==> config.mk <==
export PLATFORM = sky130hd
export DESIGN_NAME = arbiter4_rr
export DESIGN_NICKNAME = d
export VERILOG_FILES = /design/src/rtl/arbiter4_rr.sv
export SDC_FILE = /design/constraint.sdc
export NUM_CORES = 1
export LEC_CHECK = 0
export CELL_PAD_IN_SITES_DETAIL_PLACEMENT = 1
export CELL_PAD_IN_SITES_GLOBAL_PLACEMENT = 2
export CORE_MARGIN = 2
export CORE_UTILIZATION = 24
export DETAILED_ROUTE_END_ITERATION = 6
export PLACE_DENSITY = 0.74
export SLEW_MARGIN = 20
export SYNTH_ARGS = -nofsm -noshare
export SYNTH_HDL_FRONTEND = slang
export SYNTH_HIERARCHICAL = 1
export SYNTH_SLANG_ARGS = --single-unit
==> constraint.sdc <==
create_clock -name clk -period 2.22 [get_ports clk]
set_clock_uncertainty 0.15 [all_clocks]
set_input_delay 0.333 -clock clk [delete_from_list [all_inputs] [get_ports clk]]
set_output_delay 0.333 -clock clk [all_outputs]
set_load 0.1 [all_outputs]
==> src/rtl/arbiter4_rr.sv <==
// arbiter4_rr: four-way round-robin arbiter with a one-hot grant output.
// Ownership is held while the owner keeps its request high. On release it
// hands off directly to the next pending requester in round-robin order.
// Optional forced revoke after 2^HOLD_W grant cycles: define ARBITER4_RR_TIMEOUT_EN.
// Without it the hold counter is absent and tmo is tied low.

// 2-to-4 decoder cell: one-hot of sel when en is high, zero otherwise.
module arbiter4_rr_dec2to4 (
  input  logic [1:0] sel,
  input  logic       en,
  output logic [3:0] y
);

  // Decode the select into a single set bit, gated by the enable.
  always_comb begin
    y = 4'b0000;
    if (en) begin
      y[sel] = 1'b1;
    end
  end

endmodule

module arbiter4_rr #(
  parameter int unsigned HOLD_W = 4
) (
  input  logic       clk,
  input  logic       rst_n,
  input  logic [3:0] req,
  output logic [3:0] gnt,
  output logic [1:0] gnt_id,
  output logic       busy,
  output logic       tmo
);

  typedef enum logic {
    S_IDLE  = 1'b0,
    S_GRANT = 1'b1
  } state_t;

  state_t     state_q, state_d;
  logic [1:0] gnt_id_q, gnt_id_d;
  logic [1:0] last_q, last_d;
  logic [1:0] pick;
  logic       req_any;
  logic       owner_req;
  logic       new_grant;
  logic       hold_expired;

  // First requester with req high, searching last+1, last+2, last+3, last.
  function automatic logic [1:0] rr_pick(input logic [1:0] base, input logic [3:0] r);
    logic [1:0] idx;
    logic       found;
    rr_pick = base;
    found   = 1'b0;
    for (int i = 1; i <= 4; i++) begin
      idx = base + 2'(i);
      if (!found && r[idx]) begin
        rr_pick = idx;
        found   = 1'b1;
      end
    end
  endfunction

  // Round-robin candidate and owner status from the current request levels.
  always_comb begin
    pick      = rr_pick(last_q, req);
    req_any   = |req;
    owner_req = req[gnt_id_q];
  end

  // Next-state logic: grant from idle, hold, hand off, revoke or go idle.
  always_comb begin
    state_d   = state_q;
    gnt_id_d  = gnt_id_q;
    last_d    = last_q;
    new_grant = 1'b0;
    case (state_q)
      S_IDLE: begin
        if (req_any) begin
          new_grant = 1'b1;
        end
      end
      S_GRANT: begin
        if (!owner_req) begin
          // The owner is not requesting, so pick can never land on it.
          if (req_any) begin
            new_grant = 1'b1;
          end else begin
            state_d = S_IDLE;
          end
        end else if (hold_expired) begin
          // Owner still requesting; search order reaches it last, so it is
          // only re-granted when nobody else is waiting.
          new_grant = 1'b1;
        end
      end
      default: state_d = S_IDLE;
    endcase
    if (new_grant) begin
      state_d  = S_GRANT;
      gnt_id_d = pick;
      last_d   = pick;
    end
  end

  // State, owner and round-robin pointer registers; pointer starts at 3 so
  // requester 0 is first in line after reset.
  always_ff @(posedge clk or negedge rst_n) begin
    if (!rst_n) begin
      state_q  <= S_IDLE;
      gnt_id_q <= 2'd0;
      last_q   <= 2'd3;
    end else begin
      state_q  <= state_d;
      gnt_id_q <= gnt_id_d;
      last_q   <= last_d;
    end
  end

`ifdef ARBITER4_RR_TIMEOUT_EN
  logic [HOLD_W-1:0] hcnt_q, hcnt_d;
  logic              tmo_q, tmo_d;

  assign hold_expired = (hcnt_q == '1);

  // Hold counter clears on any new grant and counts every grant cycle; the
  // revoke pulse fires on the edge that takes the grant from a holding owner.
  always_comb begin
    hcnt_d = hcnt_q;
    if (new_grant) begin
      hcnt_d = '0;
    end else if (state_q == S_GRANT) begin
      hcnt_d = hcnt_q + 1'b1;
    end
    tmo_d = (state_q == S_GRANT) && owner_req && hold_expired;
  end

  // Hold counter and revoke pulse registers.
  always_ff @(posedge clk or negedge rst_n) begin
    if (!rst_n) begin
      hcnt_q <= '0;
      tmo_q  <= 1'b0;
    end else begin
      hcnt_q <= hcnt_d;
      tmo_q  <= tmo_d;
    end
  end

  assign tmo = tmo_q;
`else
  assign hold_expired = 1'b0;
  assign tmo          = 1'b0;

  // HOLD_W only sizes the hold counter; this empty block keeps it referenced.
  if (HOLD_W == 0) begin : g_no_hold_counter
  end
`endif

  assign busy   = (state_q == S_GRANT);
  assign gnt_id = gnt_id_q;

  arbiter4_rr_dec2to4 u_gnt_dec (
    .sel (gnt_id_q),
    .en  (busy),
    .y   (gnt)
  );

endmodule

; ---- Word level (Yosys, flattened, before mapping)
; Cells that the tools add are included.
; W data, S select, Z words.
[classes]
reduce_logical = 8
muxes = 26
order_cmp = 6
bitwise = 1
n_addsub = 3
[op_table]
columns = cell, count
row1 = $lt A2 B3 Y1 const B, 5
row2 = $mux W1, 14
row3 = $bmux W1 S2, 5
row4 = $mux W2, 4
row5 = $add A2 B2 Y2 const B, 2
row6 = $logic_and A1 B1 Y1, 4
row7 = $mux W4, 1
row8 = $reduce_or A4 Y1, 1
row9 = $logic_not A1 Y1, 3
row10 = $add A2 B1 Y2 const B, 1
row11 = $demux W1 S2, 1
row12 = $ge A2 B1 Y1 const B, 1
row13 = $pmux W1 S2, 1
row14 = $not A1 Y1, 1
[word_totals]
in_bits = 6
regBits = 5
out_inout_bits = 8
word_cells = 47

; ---- Logic depth before layout (Yosys ltp)
[logic_depth]
depth_word = 13
mapped_depth = 4
mapped_depth_nobuf = 4

; ---- By module
; The synthesis kept the hierarchy.
[modules_own_cells]
columns = module, area_each_um2, seq_area_each_um2, instances, cells_per_inst
row1 = arbiter4_rr, 336.6, 127.6, 1, 33
row2 = arbiter4_rr_dec2to4, 37.5, 0.0, 1, 4

; ---- Least setup slack after synthesis
; Ideal clock, no wire load.
[synth_path]
kind = register to output
startpoint = register state_q (netlist: busy)
endpoint = output port gnt[0]
stages_incl_launch_ff = 2
arrival_ps = 2354
required_ps = 1737
n_path_buf = 0
setup_slack_ps = -617
cell_sequence = dfrtp_1 -> nor3b_2
[synth_between]
elab_chain_len = 1
[synth_lines]
columns = item, line
row1 = from (decl), 41  ; state_t state_q, state_d;
row2 = from (signal assigned), 115  ; state_q <= state_d;
row3 = $mux W4, 17  ; if (en) begin
row4 = to (decl), 30  ; output logic [3:0] gnt,
; No other way between the ends.

; ---- Worst setup path after layout
[layout_path]
startpoint = input port req[2]
endpoint = register gnt_id_q[1] (netlist: gnt_id[1])
[layout_between]
elab_chain_len = 12
elab_cells_between_ends = 27
classes_between = mux (20) / reduce/logical (7)
[layout_lines]
columns = item, line
row1 = from (decl), 29  ; input logic [3:0] req,
row2 = $bmux W1 S2, 58  ; if (!found && r[idx]) begin
row3 = $mux W1 (not written as such), 58
row4 = $mux W1, 58
row5 = $logic_not A1 Y1, 58
row6 = $logic_and A1 B1 Y1, 58
row7 = $mux W1, 58
row8 = $logic_not A1 Y1, 58
row9 = $logic_and A1 B1 Y1, 58
row10 = $mux W1, 58
row11 = $logic_not A1 Y1, 58
row12 = $logic_and A1 B1 Y1, 58
row13 = $mux W2, 58
row14 = to (signal assigned), 116  ; gnt_id_q <= gnt_id_d;
row15 = to (decl), 42  ; logic [1:0] gnt_id_q, gnt_id_d;
; Parallel ways exist; a longest one is shown, timed or not. The select of a mux whose other input is x is not followed.
; A chain may end at the register's enable or synchronous reset.

==> flow_summary.yaml <==
finish:
  antenna_cells: 0
  layout_cells_sized_above_1: 0.4630
  synthToLayoutAreaGrowth_pct: 58.19
  layout.nets: 61
  layout_common_cells: "sky130_fd_sc_hd__clkdlybuf4s50_1 (5), sky130_fd_sc_hd__buf_4 (5), sky130_fd_sc_hd__inv_1 (4), sky130_fd_sc_hd__buf_12 (4)"
synthesis:
  synth_seq_area_share: 0.3411
  post_synthesis_net_count: 43
  postSynthRegisterBits: 5
  synth_cells: 37
  yosys_warnings: 6
  yosysUniqueCellTypes: 22
  post_synth_instance_area_um2: 374.1
  postSynthAreaPerCell_um2: 10.11
floorplanning:
  core-area_um2: 1489
  floorplan.io_pins: 14
  fp.dieArea_um2: 1891
  die_x_um: 43.48
  rows: 14
  initial_core_util: 0.2513
  die-height_um: 43.48
timing:
  timing.final.max_slew_violations: 0
  grt_setup_unrepaired: "no"
  setup_viol: 0
  fin_crit_ns: 1.874
  max_clock_freq_mhz: 533.5
  setup_total_negative_slack_ns: 0
  period_share: 0.8443
  final_hold_vio_count: 0
critical_path:
  timing_worst_setup_path_type: "input pin to register"
  regToRegSetupSlack_ns: 0.53
  worst-endpoint-arrival_ns: 1.84
  critPathMaxFanout: 4
  timing.reg2reg.worst_path_depth: 3
  critical_path_end_type: "register"
  r2r-start: "gnt_id[1]$_DFFE_PN0P_"
  worst_setup_path_start_kind: "input pin"
  terminus_of_the_critical_flop_to_flop_path: "gnt_id[1]$_DFFE_PN0P_"
  worstPathRequired_ns: 2.19
clocking:
  tritoncts: "done"
  cts_setup_buffers: 0
  cts_max_path_buffers: 2
  cts.reportedPaths.clkPinSlew_ns: 0.05
  cts_made_buffers: 3
  clock-root-buffer: "sky130_fd_sc_hd__clkbuf_4"
  worst_skew_pair.late_latency_ns: 0.24
  holdBufCountCts: 0
  htree_num_levels: 1
  clock-sinks: 5
  post_cts_resized: 0
route:
  viasPerCell: 4.714
  route.antenna.remaining_nets: 0
  post-route-drc-count: 0
  detailedRoute.firstIterationViolations: 5
  routedWlPerCell_um: 12.03
  drtPass1Iterations: 3
  via_count: 330
  routed_wirelength_um: 842
global_routing:
  antenna_found_initial: 0
  overflow: 0
  first_global_vias: 356
  grt_max_degree: 9
  global_route.usage.total: 0.1149
  grt_first_pass_wirelength_um: 1587
place:
  gp_routability_congestion: 0.7725
  detailed_place_hpwl_um: 664.3
  numPortBuffers: 12
status:
  status: "finished clean"
flow_run:
  drv.max_cap_violation_count: 0
min_path:
  min-delay-path-class: "input pin to asynchronous set/reset pin"
[per-layer routing]
layer / track usage / part of all wire
met1: 0.1330 / 0.47
met2: 0.1910 / 0.51
met3: 0.05000 / 0.018
met4: 0.03636 / 0
met5: 0 / 0
[cell families (layout without fill, tap and decap cells)]
kind of cell           after synthesis  after routing  share of synthesized area
AOI/OAI and AO/OA                   10             10                     0.2274
buffers and inverters                5             22                    0.06020
DFF                                  5              5                     0.3411
muxes                                5              5                     0.1438
other                                1              1                    0.01002
and+or+nand+nor                     11             11                     0.2174
[synth_stat cells]
| master | count | area share |
|---|---|---|
| sky130_fd_sc_hd__inv_1 | 4 | 0.040 |
| sky130_fd_sc_hd__dfrtp_1 | 3 | 0.20 |
| sky130_fd_sc_hd__nand2b_1 | 3 | 0.050 |
| sky130_fd_sc_hd__o21ai_0 | 3 | 0.040 |
| sky130_fd_sc_hd__a211oi_1 | 2 | 0.040 |
| sky130_fd_sc_hd__a21oi_1 | 2 | 0.027 |
| sky130_fd_sc_hd__and3b_1 | 2 | 0.047 |
| sky130_fd_sc_hd__dfstp_2 | 2 | 0.14 |
| sky130_fd_sc_hd__mux2_1 | 2 | 0.060 |
| sky130_fd_sc_hd__mux2i_1 | 2 | 0.054 |
| sky130_fd_sc_hd__a22oi_1 | 1 | 0.020 |
| sky130_fd_sc_hd__a31oi_4 | 1 | 0.057 |
| sky130_fd_sc_hd__and3_2 | 1 | 0.020 |
| sky130_fd_sc_hd__buf_4 | 1 | 0.020 |
| sky130_fd_sc_hd__conb_1 | 1 | 0.010 |
| sky130_fd_sc_hd__mux2_2 | 1 | 0.030 |
| sky130_fd_sc_hd__nand2_1 | 1 | 0.010 |
| sky130_fd_sc_hd__nor2_1 | 1 | 0.010 |
| sky130_fd_sc_hd__nor3b_2 | 1 | 0.033 |
| sky130_fd_sc_hd__o21ai_4 | 1 | 0.043 |
| sky130_fd_sc_hd__or2_2 | 1 | 0.017 |
| sky130_fd_sc_hd__or4_4 | 1 | 0.030 |
[through the flow]
stage	std cells	hold slack [ns]	setup slack (ns)	instance area (um2)	util
3_3_place_gp	66	0.3368	0.09968	565.5	0.3798
2_1_floorplan	37	-0.1126	-0.05964	385.4	-
4_1_cts	70	0.1601	0.3438	591.8	0.3975
5_1_grt	70	0.1697	0.3022	591.8	0.3975
3_5_place_dp	66	0.3493	0.09714	565.5	0.3798
6_report	70	0.1592	0.3456	591.8	0.3975
[how the worst max path moves through the flow]
stage	cells past startpoint	endpoint	startpoint
after floorplan	1	gnt[0]	gnt_id[0]$_DFFE_PN0P_
after global placement	5	gnt_id[1]$_DFFE_PN0P_	req[3]
after detailed placement	5	gnt_id[1]$_DFFE_PN0P_	req[2]
after CTS	5	gnt_id[1]$_DFFE_PN0P_	req[2]
after global routing	5	gnt_id[1]$_DFFE_PN0P_	req[2]
final	5	gnt_id[1]$_DFFE_PN0P_	req[2]
[area by class of cell]
type / count / area (um2)
multi-input combinational: 27 / 232.7
inverter: 4 / 15.01
sequential: 5 / 130.1
timing repair buffer: 14 / 167.7
clock buffer: 4 / 26.28
tap: 16 / 20.02
fill: 173 / 897.1
[sequential cells by signal (all words and copies together) (netlist names)]
register  cells
gnt_id        2
busy          1
last_q        2
[critical path: stages]
cell,delay [ns]
sky130_fd_sc_hd__clkdlybuf4s50_1,0.45
sky130_fd_sc_hd__or4_4,0.56
sky130_fd_sc_hd__o21ai_4,0.10
sky130_fd_sc_hd__a31oi_4,0.07
sky130_fd_sc_hd__mux2_1,0.34
Power is left out: the tool's default activity adds up to more than one toggle a clock period on the data nets, which glitch-free logic cannot reach.
==> variant (config.mk and constraints unchanged) <==
The option `ARBITER4_RR_TIMEOUT_EN` is turned on by a define.
--- a/src/rtl/arbiter4_rr.sv
+++ b/src/rtl/arbiter4_rr.sv
@@ -5,6 +5,8 @@
 // Without it the hold counter is absent and tmo is tied low.
 
 // 2-to-4 decoder cell: one-hot of sel when en is high, zero otherwise.
+`define ARBITER4_RR_TIMEOUT_EN
+
 module arbiter4_rr_dec2to4 (
   input  logic [1:0] sel,
   input  logic       en,
Check against the original RTL: no difference found for any inputs over 10 cycles, from zero or initial values and one cycle with rst_n low; that may be too few to reach the edited logic, so the function may still have changed.
==> variant against the original RTL <==
Worst setup slack got worse by 0.060 ns. Core utilization fell by 5.4 points. Routed wire length rose by 100%. Largest cell class unchanged. Final area rose by 61%. Sequential cell count rose by 5. Critical path type unchanged. Highest routed layer is now met4. Area after synthesis rose by 89%.
==> variant: results (changes against the original RTL) <==
** Drt
- The first-pass iteration count of the detailed router was 2 (-1).
- Uppermost metal layer occupied by signal nets :: met4
- Number of vias per cell :: 4.97 (+5.4%)
- Vias :: 611 (+85%)
- Routed met1 length :: 784 um (+97%)
- First-iteration detailed-routing DRC count :: 24 (+19)
- The met2 wire length came to 827 um (+93%).
- The routed length on met3 is 62 um (+310%).

** Worst setup path
- Largest stage delay, worst path :: 0.53 ns (-0.03 ns)
- Startpoint of the most critical register-to-register path :: last_q[0]
- Family of cells with the greatest summed delay on the critical path :: compound AO/OA/AOI/OAI gates
- The reg-to-reg setup timing slack is 0.48 ns (-0.05 ns).
- Termination of the worst setup path :: last_q[1]
- Capture point of the worst reg-to-reg path :: last_q[1]
- Worst path slowest cell :: sky130_fd_sc_hd__clkdlybuf4s50_1
- Worst setup path startpoint :: req[0]
- The critical path data arrival time came to 1.97 ns (+0.13 ns).

** Timing
- The final hold slack is 0.231 ns (+0.0719 ns).
- The final period utilization is 87.2% (+2.7 points).

** Synthesis
- The commonest cells after synthesis are sky130_fd_sc_hd__dfrtp_1 (8), sky130_fd_sc_hd__nand2_1 (6), sky130_fd_sc_hd__o21ai_0 (6).
- The post-synthesis xor/xnor area fraction came to 2.47% (+2.5 points).
- Mux share of post-synthesis cell area :: 9.19% (-5.2 points)
- Sorting the synthesized cells by area gives the leading types as sky130_fd_sc_hd__dfrtp_1 (28%), sky130_fd_sc_hd__dfstp_2 (7.4%), sky130_fd_sc_hd__mux2i_1 (7.1%).
- The total nets after synthesis was 81 (+88%).
- Post-synthesis cell count :: 74 (+100%)
- Count of distinct cell types in the synthesized netlist :: 37 (+68%)
- Synth Area in Adders :: 1.77% (+1.8 points)

** Global route
- The global routing usage on met3 came to 3.30% (-1.7 points).
- First-pass GRT wire length :: 2.79 mm (+76%)
- Total GRT Usage :: 10.8% (-0.72 points)

** Placement
- Instance count after placement with tap cells included :: 119 (+80%)
- The final weighted congestion in routability-driven placement came to 0.707 (-8.4%).
- Area post-placement :: 928 sq um (+64%)
- Post-placement worst setup slack :: 0.000966 ns (-0.0962 ns)

** Cells and area
- Post-layout nets :: 100 (+64%)
- The total of fill cells in the finished design was 322 (+86%).
- Share of final-layout standard cells stronger than drive strength 1 :: 34.8% (-12 points)
- The combined flip-flop and latch cell area was 255 sq um (+96%).

** Clock tree
- The total clock sinks was 10 (+5).

** Outcome
- Status :: completed
[variant: cell types whose count changed in the layout (fill, tap and decap cells not counted), moves of 2 or more]
cell,change
sky130_fd_sc_hd__buf_4,+5
sky130_fd_sc_hd__dfrtp_1,+5
sky130_fd_sc_hd__nand2_1,+5
sky130_fd_sc_hd__mux2i_1,+3
sky130_fd_sc_hd__nor2_1,+3
sky130_fd_sc_hd__o21ai_0,+3
sky130_fd_sc_hd__mux2_1,-2
sky130_fd_sc_hd__nand3_1,+2
sky130_fd_sc_hd__nand3b_1,+2
[variant: layout make-up]
| cell class | count | share of cell area (%) |
|---|---|---|
| Clock buffer | 4 | 2.75 |
| Inverter | 3 | 1.18 |
| Multi-Input combinational cell | 56 | 43.8 |
| Sequential cell | 10 | 26.7 |
| Tap cell | 31 | 4.06 |
| Timing Repair Buffer | 19 | 21.5 |
